File: src/rtl/instr_fetch.sv
// Instruction fetch stage: holds the PC, drives BRAM port A (1-cycle read latency)
// and registers returned words into the IR that feeds the decoder, with stall/redirect.
module instr_fetch #(
    parameter logic [15:0] RESET_PC = 16'h0000
) (
    input  logic        clk,
    input  logic        reset,
    input  logic        stall,
    input  logic        redirect,
    input  logic [15:0] redirect_pc,
    output logic [15:0] mem_addr,
    output logic        mem_en,
    input  logic [15:0] mem_rdata,
    output logic [15:0] instr,
    output logic        instr_valid,
    output logic [15:0] instr_pc,
    output logic [15:0] pc_plus1
);

    logic [15:0] pc_q,       pc_d;
    logic        f_valid_q,  f_valid_d;
    logic [15:0] f_pc_q,     f_pc_d;
    logic [15:0] ir_q,       ir_d;
    logic        ir_valid_q, ir_valid_d;
    logic [15:0] ir_pc_q,    ir_pc_d;

    // Default is hold; redirect squashes both the in-flight word and the IR.
    always_comb begin
        pc_d       = pc_q;
        f_valid_d  = f_valid_q;
        f_pc_d     = f_pc_q;
        ir_d       = ir_q;
        ir_valid_d = ir_valid_q;
        ir_pc_d    = ir_pc_q;
        if (redirect) begin
            pc_d       = redirect_pc;
            f_valid_d  = 1'b0;
            ir_d       = 16'h0000;
            ir_valid_d = 1'b0;
        end else if (!stall) begin
            pc_d       = pc_q + 16'd1;
            f_valid_d  = 1'b1;
            f_pc_d     = pc_q;
            ir_d       = f_valid_q ? mem_rdata : 16'h0000;
            ir_valid_d = f_valid_q;
            ir_pc_d    = f_pc_q;
        end
    end

    always_ff @(posedge clk) begin
        if (reset) begin
            pc_q       <= RESET_PC;
            f_valid_q  <= 1'b0;
            f_pc_q     <= 16'h0000;
            ir_q       <= 16'h0000;
            ir_valid_q <= 1'b0;
            ir_pc_q    <= 16'h0000;
        end else begin
            pc_q       <= pc_d;
            f_valid_q  <= f_valid_d;
            f_pc_q     <= f_pc_d;
            ir_q       <= ir_d;
            ir_valid_q <= ir_valid_d;
            ir_pc_q    <= ir_pc_d;
        end
    end

    // Dropping the enable during a stall keeps mem_rdata frozen, so no word is lost.
    assign mem_en      = ~stall | redirect | reset;
    assign mem_addr    = pc_q;
    assign instr       = ir_valid_q ? ir_q : 16'h0000;
    assign instr_valid = ir_valid_q;
    assign instr_pc    = ir_pc_q;
    assign pc_plus1    = ir_pc_q + 16'd1;

endmodule

File: config.mk
export PLATFORM = sky130hd
export DESIGN_NAME = instr_fetch
export DESIGN_NICKNAME = d
export VERILOG_FILES = /design/src/rtl/instr_fetch.sv
export SDC_FILE = /design/constraint.sdc
export NUM_CORES = 1
export LEC_CHECK = 0
export CAP_MARGIN = 20
export CORE_AREA = 2 2 107 67
export CTS_CLUSTER_SIZE = 30
export DETAILED_ROUTE_END_ITERATION = 6
export DIE_AREA = 0 0 109 69
export MAX_ROUTING_LAYER = met4
export PLACE_DENSITY = 0.75
export REMOVE_ABC_BUFFERS = 1
export SYNTH_ARGS = -nofsm -noshare
export SYNTH_HDL_FRONTEND = slang
export SYNTH_SLANG_ARGS = --single-unit
File: constraint.sdc
create_clock -name clk -period 2.15 [get_ports clk]
set_input_delay 0.43 -clock clk [delete_from_list [all_inputs] [get_ports clk]]
set_output_delay 0.43 -clock clk [all_outputs]
set_load 0.05 [all_outputs]
# After elaboration in Yosys (flattened, before gate mapping)
# Cells that the tools add are included.
# op_classes
n_addsub	2
n_eq_ne	1
muxes	4
bitwise_logic	4
reduce_logical	2
# ops
operator	n
two-way mux 16 bit	4
adder 16 x 1 -> 16 bit, second input constant	2
!= test 2 x 1 -> 1 bit, second input constant	1
inverter 1 bit	2
bitwise OR 1 bit	2
AND reduction 2 bit	1
OR reduction 2 bit	1
# totals
reg_bits	66
in_bits	36
output_inout_bits	66
word_cells	19

# Depth between registers and ports, before layout
# Gate-level depths: netlist (run 1).
# logic_depth
ltp_word	3
mapped_depth	6
ltp_nobuf	5

# Worst setup path before layout (run 1)
# OpenSTA, ideal clock, no wires.
# synth_path
path_kind	register -> output
start	register ir_pc_q[2], in the netlist instr_pc[2]
end	output pc_plus1[15]
t_arrival_ns	2.375
t_required_ns	1.720
path_slack_ns	-0.655
stages_incl_launch_ff	5
n_path_buf	0
cell_sequence	dfxtp_1 > and4_1 > nand4_1 > nor4_1 > xor2_1
# synth_via
elab_chain_len	1
# synth_lines
item	line_no	source
from (decl)	25	logic [15:0] ir_pc_q, ir_pc_d;
from (signal assigned)	64	ir_pc_q <= ir_pc_d;
adder 16 x 1 -> 16 bit	74	assign pc_plus1 = ir_pc_q + 16'd1;
to (decl)	17	output logic [15:0] pc_plus1
# No other way between the ends.

# Worst setup path after layout (run 1)
# layout_path
start	register ir_pc_q[3], in the netlist instr_pc[3]
end	output pc_plus1[15]
# The elaborated chain is that of the path after synthesis.

==> results.md, run 1 <==
* Status: finished with violations
* Routed len/inst at 15.25 um
* Worst hold path class: in -> reg
* Post-synth top area cell: dfxtp_1
* Maximum vdd drop at 0.3289 mV
* Tmin final at 2367 ps
* Dpl ws at 64.53 ps
* Non-filler cells, final at between 500 and 600
* Pre-antenna DRT Iters at 4
* GPL Wtd Cong at a little over 0.8
* Sw Ratio at ~27%
* I/O Buffers at 101
* Main combinational cell family by area after synthesis: simple AND/OR/NAND/NOR gates
* Type of the worst setup path: reg -> out
* Area of the core at 6533 sq um
* CTS tree: yes
* Clk buf depth at 2
* Initial Utilization at 43.94%
* Worst-margin pin slew at 533.2 ps
* Mapped Cells at 345
* Compound-Gate Fraction of Synth Area at 16.09%
* Rel. slew slack at 64.34%
* Global-route wire length before repair at 13590 um
* Switching Power at between 0.7 and 0.8 mW
* Tcrit/Tclk final at 110.1%
* Final Power at ~2.7 mW
* Final number of setup-violating endpoints at 8
* Max Cap Viol at 0
* Inst Count DP at 535
* CTS Root Cell: clkbuf_8
* Max Slew Vio Count at 0
* Fraction of layout cells with a size suffix above 1 at between 20 and 25%
* Iter 0 DRT Violations at 137
* FFs w/ async S/R, synth at 0%
* Simple-gate share of the synthesized area at 24.80%
* F_max at 422.4 MHz
* Synth cell types at 37
* Internal power at 1.942 mW
* Area delta synth->final at 61.20%
* Top-count cell post-synth: nand2_1
* Leak at 1.977 nW
* Yosys top cell area share at around 46%
* Reg clk slew, reported paths at 70 ps
* Core Rows at 23
* Power share of the sequential group at between 40% and 50%
* Post-Synthesis Cell Area at 2870 sq um
* Overall Global Routing Usage at 23.53%
* Final Skew at 8.922 ps
* Total wire length at 8496 um
* Clock latency on the worst-skew pair at about 340 ps
* Hpwl dp at 5877 um
* CP Capture Type: primary output
* Max FO, Critical Path at 2
* Drt via density at 5.201
* Clk pwr share at about 37%
* Number of hold buffers added after CTS at 0
* Vias at 2897
* XOR/XNOR share of the synthesized area at 7.323%
* Clock sinks at 66
* DRT antenna net count at 0
* Pwr Density at 573.1 nW/um^2
* Post-synthesis mux area share at 0.3487%
* Boundary Pins at 102
* Required time worst endpoint at 1720 ps
* Die area at about 7500 sq um
* Yosys warning count at 0
* GRT overflow at 0
* Number of enable flip-flop cells after synthesis at 0
* Mean Syn Cell Area at 8.320 sq um
* Comb power frac at approximately 14%
* Seq/Total Area, Yosys at 46.03%
* Failing checks: setup timing
* DIE WIDTH at roughly 110 um
* Synth area leaders: dfxtp_1 46%, nand2_1 11%, a21oi_1 6.5%
* H-tree levels at 3
* Antenna diodes at 0
* Nets at 504
* Setup_tns at -1140 ps
* RSZ-0062 raised after global routing: yes
* Setup crit start kind: flip-flop
* Worst setup margin at -217.5 ps
* Initial antenna violation count at 0
* Register bit count reported by yosys at 66
* Top_reg_cell synth: dfxtp_1
* Vias in the first global route at 2833
* Drt drc at 0
* Largest net degree at the start of global routing at 44
* Hold Vio Cnt, Final at 0
* Crit path DAT at between 1500 and 2000 ps
* Commonest cells post-synth: 82 x nand2_1, 66 x dfxtp_1, 37 x a21oi_1
* Die H at 69 um
* Num CTS Buffers at 9
* Final core utilization at 70.83%
* Adder-cell share of the synthesized area at 0.8718%
==> per-stage QoR <==
| step | area [sq um] | hold slack [ps] |
|---|---|---|
| floorplan | 2766 | 426.0 |
| global placement | 4159 | 441.9 |
| detailed placement | 4159 | 447.1 |
| CTS | 4538 | 392.2 |
| global route | 4627 | 399.0 |
| finish | 4627 | 410.3 |
==> power groups by stage <==
stage	Sequential (mW)	Clock (mW)	Combinational, mW
detailed placement	1.32	0	0.361
global route	1.30	1.06	0.388
finish	1.30	0.990	0.365
global placement	1.32	0	0.355
floorplan	1.40	0	0.0922
CTS	1.30	1.01	0.366
==> final timing paths <==
path / startpoint / slack [ps] / cells after the start / to
setup / recovery: instr_pc[3] / -220 / 6 / pc_plus1[15]
hold / removal: reset / 410 / 2 / mem_addr[1]
setup reg to reg: mem_addr[3] / 290 / 3 / mem_addr[9]
hold reg to reg: f_pc_q[9] / 450 / 2 / instr_pc[9]
==> cell usage in the layout, fill, tap and decap left out, types with 5 or more instances in the layout <==
master and instances:
a211oi_1 6, a21oi_1 37, a22o_1 16, and2_1 17, buf_12 10, buf_4 46
clkbuf_8 9, clkdlybuf4s50_1 57, dfxtp_1 60, dfxtp_2 5, dlymetal6s2s_1 11, inv_1 7
nand2_1 81, nand3_1 7, nand4_1 6, nor2_1 14, xnor2_1 14
==> flip-flops by register name, summed over array words and instances, names as in the netlist <==
signal and count:
instr_valid 1, ir_q 16, instr_pc 16, f_pc_q 16
mem_addr 16, f_valid_q 1
==> critical path, stage by stage (launching register included) <==
cell	delay, ps
dfxtp_1	340
and4_4	230
nand4_1	180
buf_4	210
nor4_4	140
xor2_1	260
clkbuf_16	220
==> layout make-up <==
type	instances	area, sq um
clock buffers	10	127.6
well taps	87	108.9
fillers	485	1906
multi-input cells	250	1584
inverters	7	26.28
flip-flops and latches	66	1331
repair buffers	132	1393
clock inverters	5	56.30
==> per-layer routing <==
layer	routed length (um)	track usage (%)	vias to the layer above
li1	-	-	1414
met1	3744	29.99	1380
met2	4057	36.23	91
met3	595	6.433	12
met4	98	7.407	0
met5	0	-	-
==> kinds of logic after synthesis <==
| family | count (synthesis) |
|---|---|
| DFF | 66 |
| xor gates and xnor gates | 24 |
| adders and majority gates | 2 |
| muxes | 1 |
| AOI/OAI and AO/OA | 71 |
| buffers and inverters | 29 |
| and+or+nand+nor | 152 |
==> repair_timing <==
item | in CTS | in global routing
setup endpoints to repair | 9 | 19
pin swaps | 10 | 8
setup buffers | 5 | 2
cloned | 0 | 0
resized for setup | 26 | 29
Power figures use the tool's default switching activity.
==> inputs of run 2 (changes only) <==
Settings changed: CORE_AREA 2 2 107 67 to 2 2 93 59, DIE_AREA 0 0 109 69 to 0 0 95 61, DONT_BUFFER_PORTS set to 1, PLACE_DENSITY 0.75 to 0.7.
==> run 2 against run 1 <==
The run still ends with setup timing left. Cell count fell by 14%. Clock power rose by 24%. Total power rose by 4.4%. Critical path depth did not move. First-iteration DRC count rose by 32%. Sequential share of layout area rose by 7.2 points. Largest cell class unchanged. Register-to-register slack improved by 140 ps. Sequential power barely moved. Via count fell by 8.7%. Largest power group unchanged.
==> results.md, run 2 (same netlist as run 1, synthesis figures left out) <==
* Antenna diodes at 0 (unchanged)
* Drt via density at 5.522 (+6.2%)
* Max FO, Critical Path at 4 (+2)
* Hold Vio Cnt, Final at 0 (unchanged)
* Clock latency on the worst-skew pair at 340 ps (about the same)
* Drt drc at 0 (unchanged)
* Core Rows at 20 (-13%)
* Max Cap Viol at 0 (unchanged)
* Iter 0 DRT Violations at 181 (+32%)
* Area of the core at 4930 sq um (-25%)
* GRT overflow at 0 (unchanged)
* Inst Count DP at 457 (-15%)
* GPL Wtd Cong at 0.8357 (+3.5%)
* Vias in the first global route at 2373 (-16%)
* Tmin final at 2280 ps (-87.31 ps)
* Dpl ws at 93.77 ps (+29.24 ps)
* Post-route cell area at 3699 sq um (-20%)
* Required time worst endpoint at 1720 ps (about the same)
* Failing checks: setup timing
* Leak at 1.501 nW (-24%)
* Max Slew Vio Count at 0 (unchanged)
* CTS tree: yes
* Tcrit/Tclk final at 106.1% (-4.1 points)
* Crit path DAT at 1850 ps (-90 ps)
* CP Capture Type: primary output
* Slowest CP cell: dfxtp_2
* Crit-path cells: and4_4 -> nand4_1 -> buf_6 -> nor4_4 -> xor2_1 -> buf_4
* Delay-heaviest family, CP: simple AND/OR/NAND/NOR gates
* Final number of setup-violating endpoints at 6 (-2)
* DRT antenna net count at 0 (unchanged)
* Vias at 2645 (-8.7%)
* Area delta synth->final at 28.86%
* Most frequent cells in the layout: 82 x nand2_1, 73 x buf_4, 60 x dfxtp_1
* Final core utilization at 75.03% (+4.2 points)
* Rel. slew slack at 60.44% (-3.9 points)
* Final Power at 2.769 mW (+4.4%)
* Critical Path Max Stage Delay at 330 ps (about the same)
* H-tree levels at 3 (unchanged)
* Worst path buffer plus inverter count at 2 (unchanged)
* Fraction of layout cells with a size suffix above 1 at 25.42% (+3.3 points)
* Setup crit start kind: flip-flop
* Largest net degree at the start of global routing at 51 (+16%)
* Reg2reg start: mem_addr[1]
* Pre-antenna DRT Iters at 4 (unchanged)
* I/O Buffers at 0 (-100%)
* Hpwl dp at 4875 um (-17%)
* Total wire length at 7030 um (-17%)
* Overall Global Routing Usage at 25.51% (+2.0 points)
* Worst hold path class: in -> reg
* Num CTS Buffers at 9 (unchanged)
* Placed Area at 3362 sq um (-19%)
* Routed len/inst at 14.68 um (-3.8%)
* Crit. Startpoint: instr_pc[2]
* Most common cell after layout, fill and taps aside: nand2_1
* Reg clk slew, reported paths at 70 ps (about the same)
* Initial antenna violation count at 0 (unchanged)
* F_max at 438.6 MHz (+3.8%)
* Global-route wire length before repair at 10830 um (-20%)
* Die H at 61 um (-12%)
* Setup_tns at -315.7 ps (+824.5 ps)
* CTS Root Cell: clkbuf_8
* Clk buf depth at 2 (unchanged)
* Status: finished with violations
* Non-filler cells, final at 479 (-14%)
* Final Skew at 6.798 ps (-2.124 ps)
* DIE WIDTH at 95 um (-13%)
* Nets at 446 (-12%)
* Die area at 5795 sq um (-23%)
* Worst-margin pin slew at 592.6 ps (+59.40 ps)
* Clock sinks at 66 (unchanged)
* Worst setup margin at -130.2 ps (+87.31 ps)
* Initial Utilization at 58.22% (+14 points)
* Boundary Pins at 102 (unchanged)
* Hold_sp: reset
* Maximum vdd drop at 0.4828 mV (+47%)
* RSZ-0062 raised after global routing: yes
* Pwr Density at 748.7 nW/um^2 (+31%)
* Hold WS at 140.4 ps (-269.9 ps)
* Type of the worst setup path: reg -> out
-- run 2: cell types whose count changed in the layout (fill, tap and decap cells not counted), moves of 3 or more --
cell	change
buf_12	-10
dlymetal6s2s_1	-11
clkbuf_16	-4
clkdlybuf4s50_1	-57
xnor2_1	+4
xnor2_4	-3
buf_4	+27
-- run 2: final timing paths --
kind / endpoint / slack, ps / cells past startpoint
max: pc_plus1[15] / -130 / 6
min: instr_pc[2] / 140 / 1
max reg2reg: mem_addr[14] / 430 / 5
min reg2reg: instr_pc[12] / 450 / 2
-- run 2: area by class of cell --
type	count	area, sq um
multi-input combinational	250	1468
inverter	7	26.28
clock inverter	5	102.6
tap	66	82.58
timing repair buffer	74	559.3
sequential	66	1329
clock buffer	11	131.4
fill	366	1231
-- run 2: metal layers --
layer	track usage (%)	wire [um]	up-vias
met3	9.193	518	12
li1	-	-	1307
met1	32.02	3234	1250
met4	7.453	89	0
met5	-	0	-
met2	39.11	3187	76
-- run 2: what timing repair did --
action / CTS / global route
pin swaps: 9 / 4
hold buffers: 0 / 0
setup endpoints to repair: 8 / 9
buffers inserted: 3 / 3
gates resized for setup: 14 / 3
-- run 2: power by group --
group          switching (mW)  leakage [nW]  internal (mW)  total (mW)
clock                   0.462         0.114          0.769        1.23
combinational           0.177         0.848         0.0741       0.251
sequential             0.0299         0.540           1.26        1.29
total                   0.669          1.50           2.10        2.77
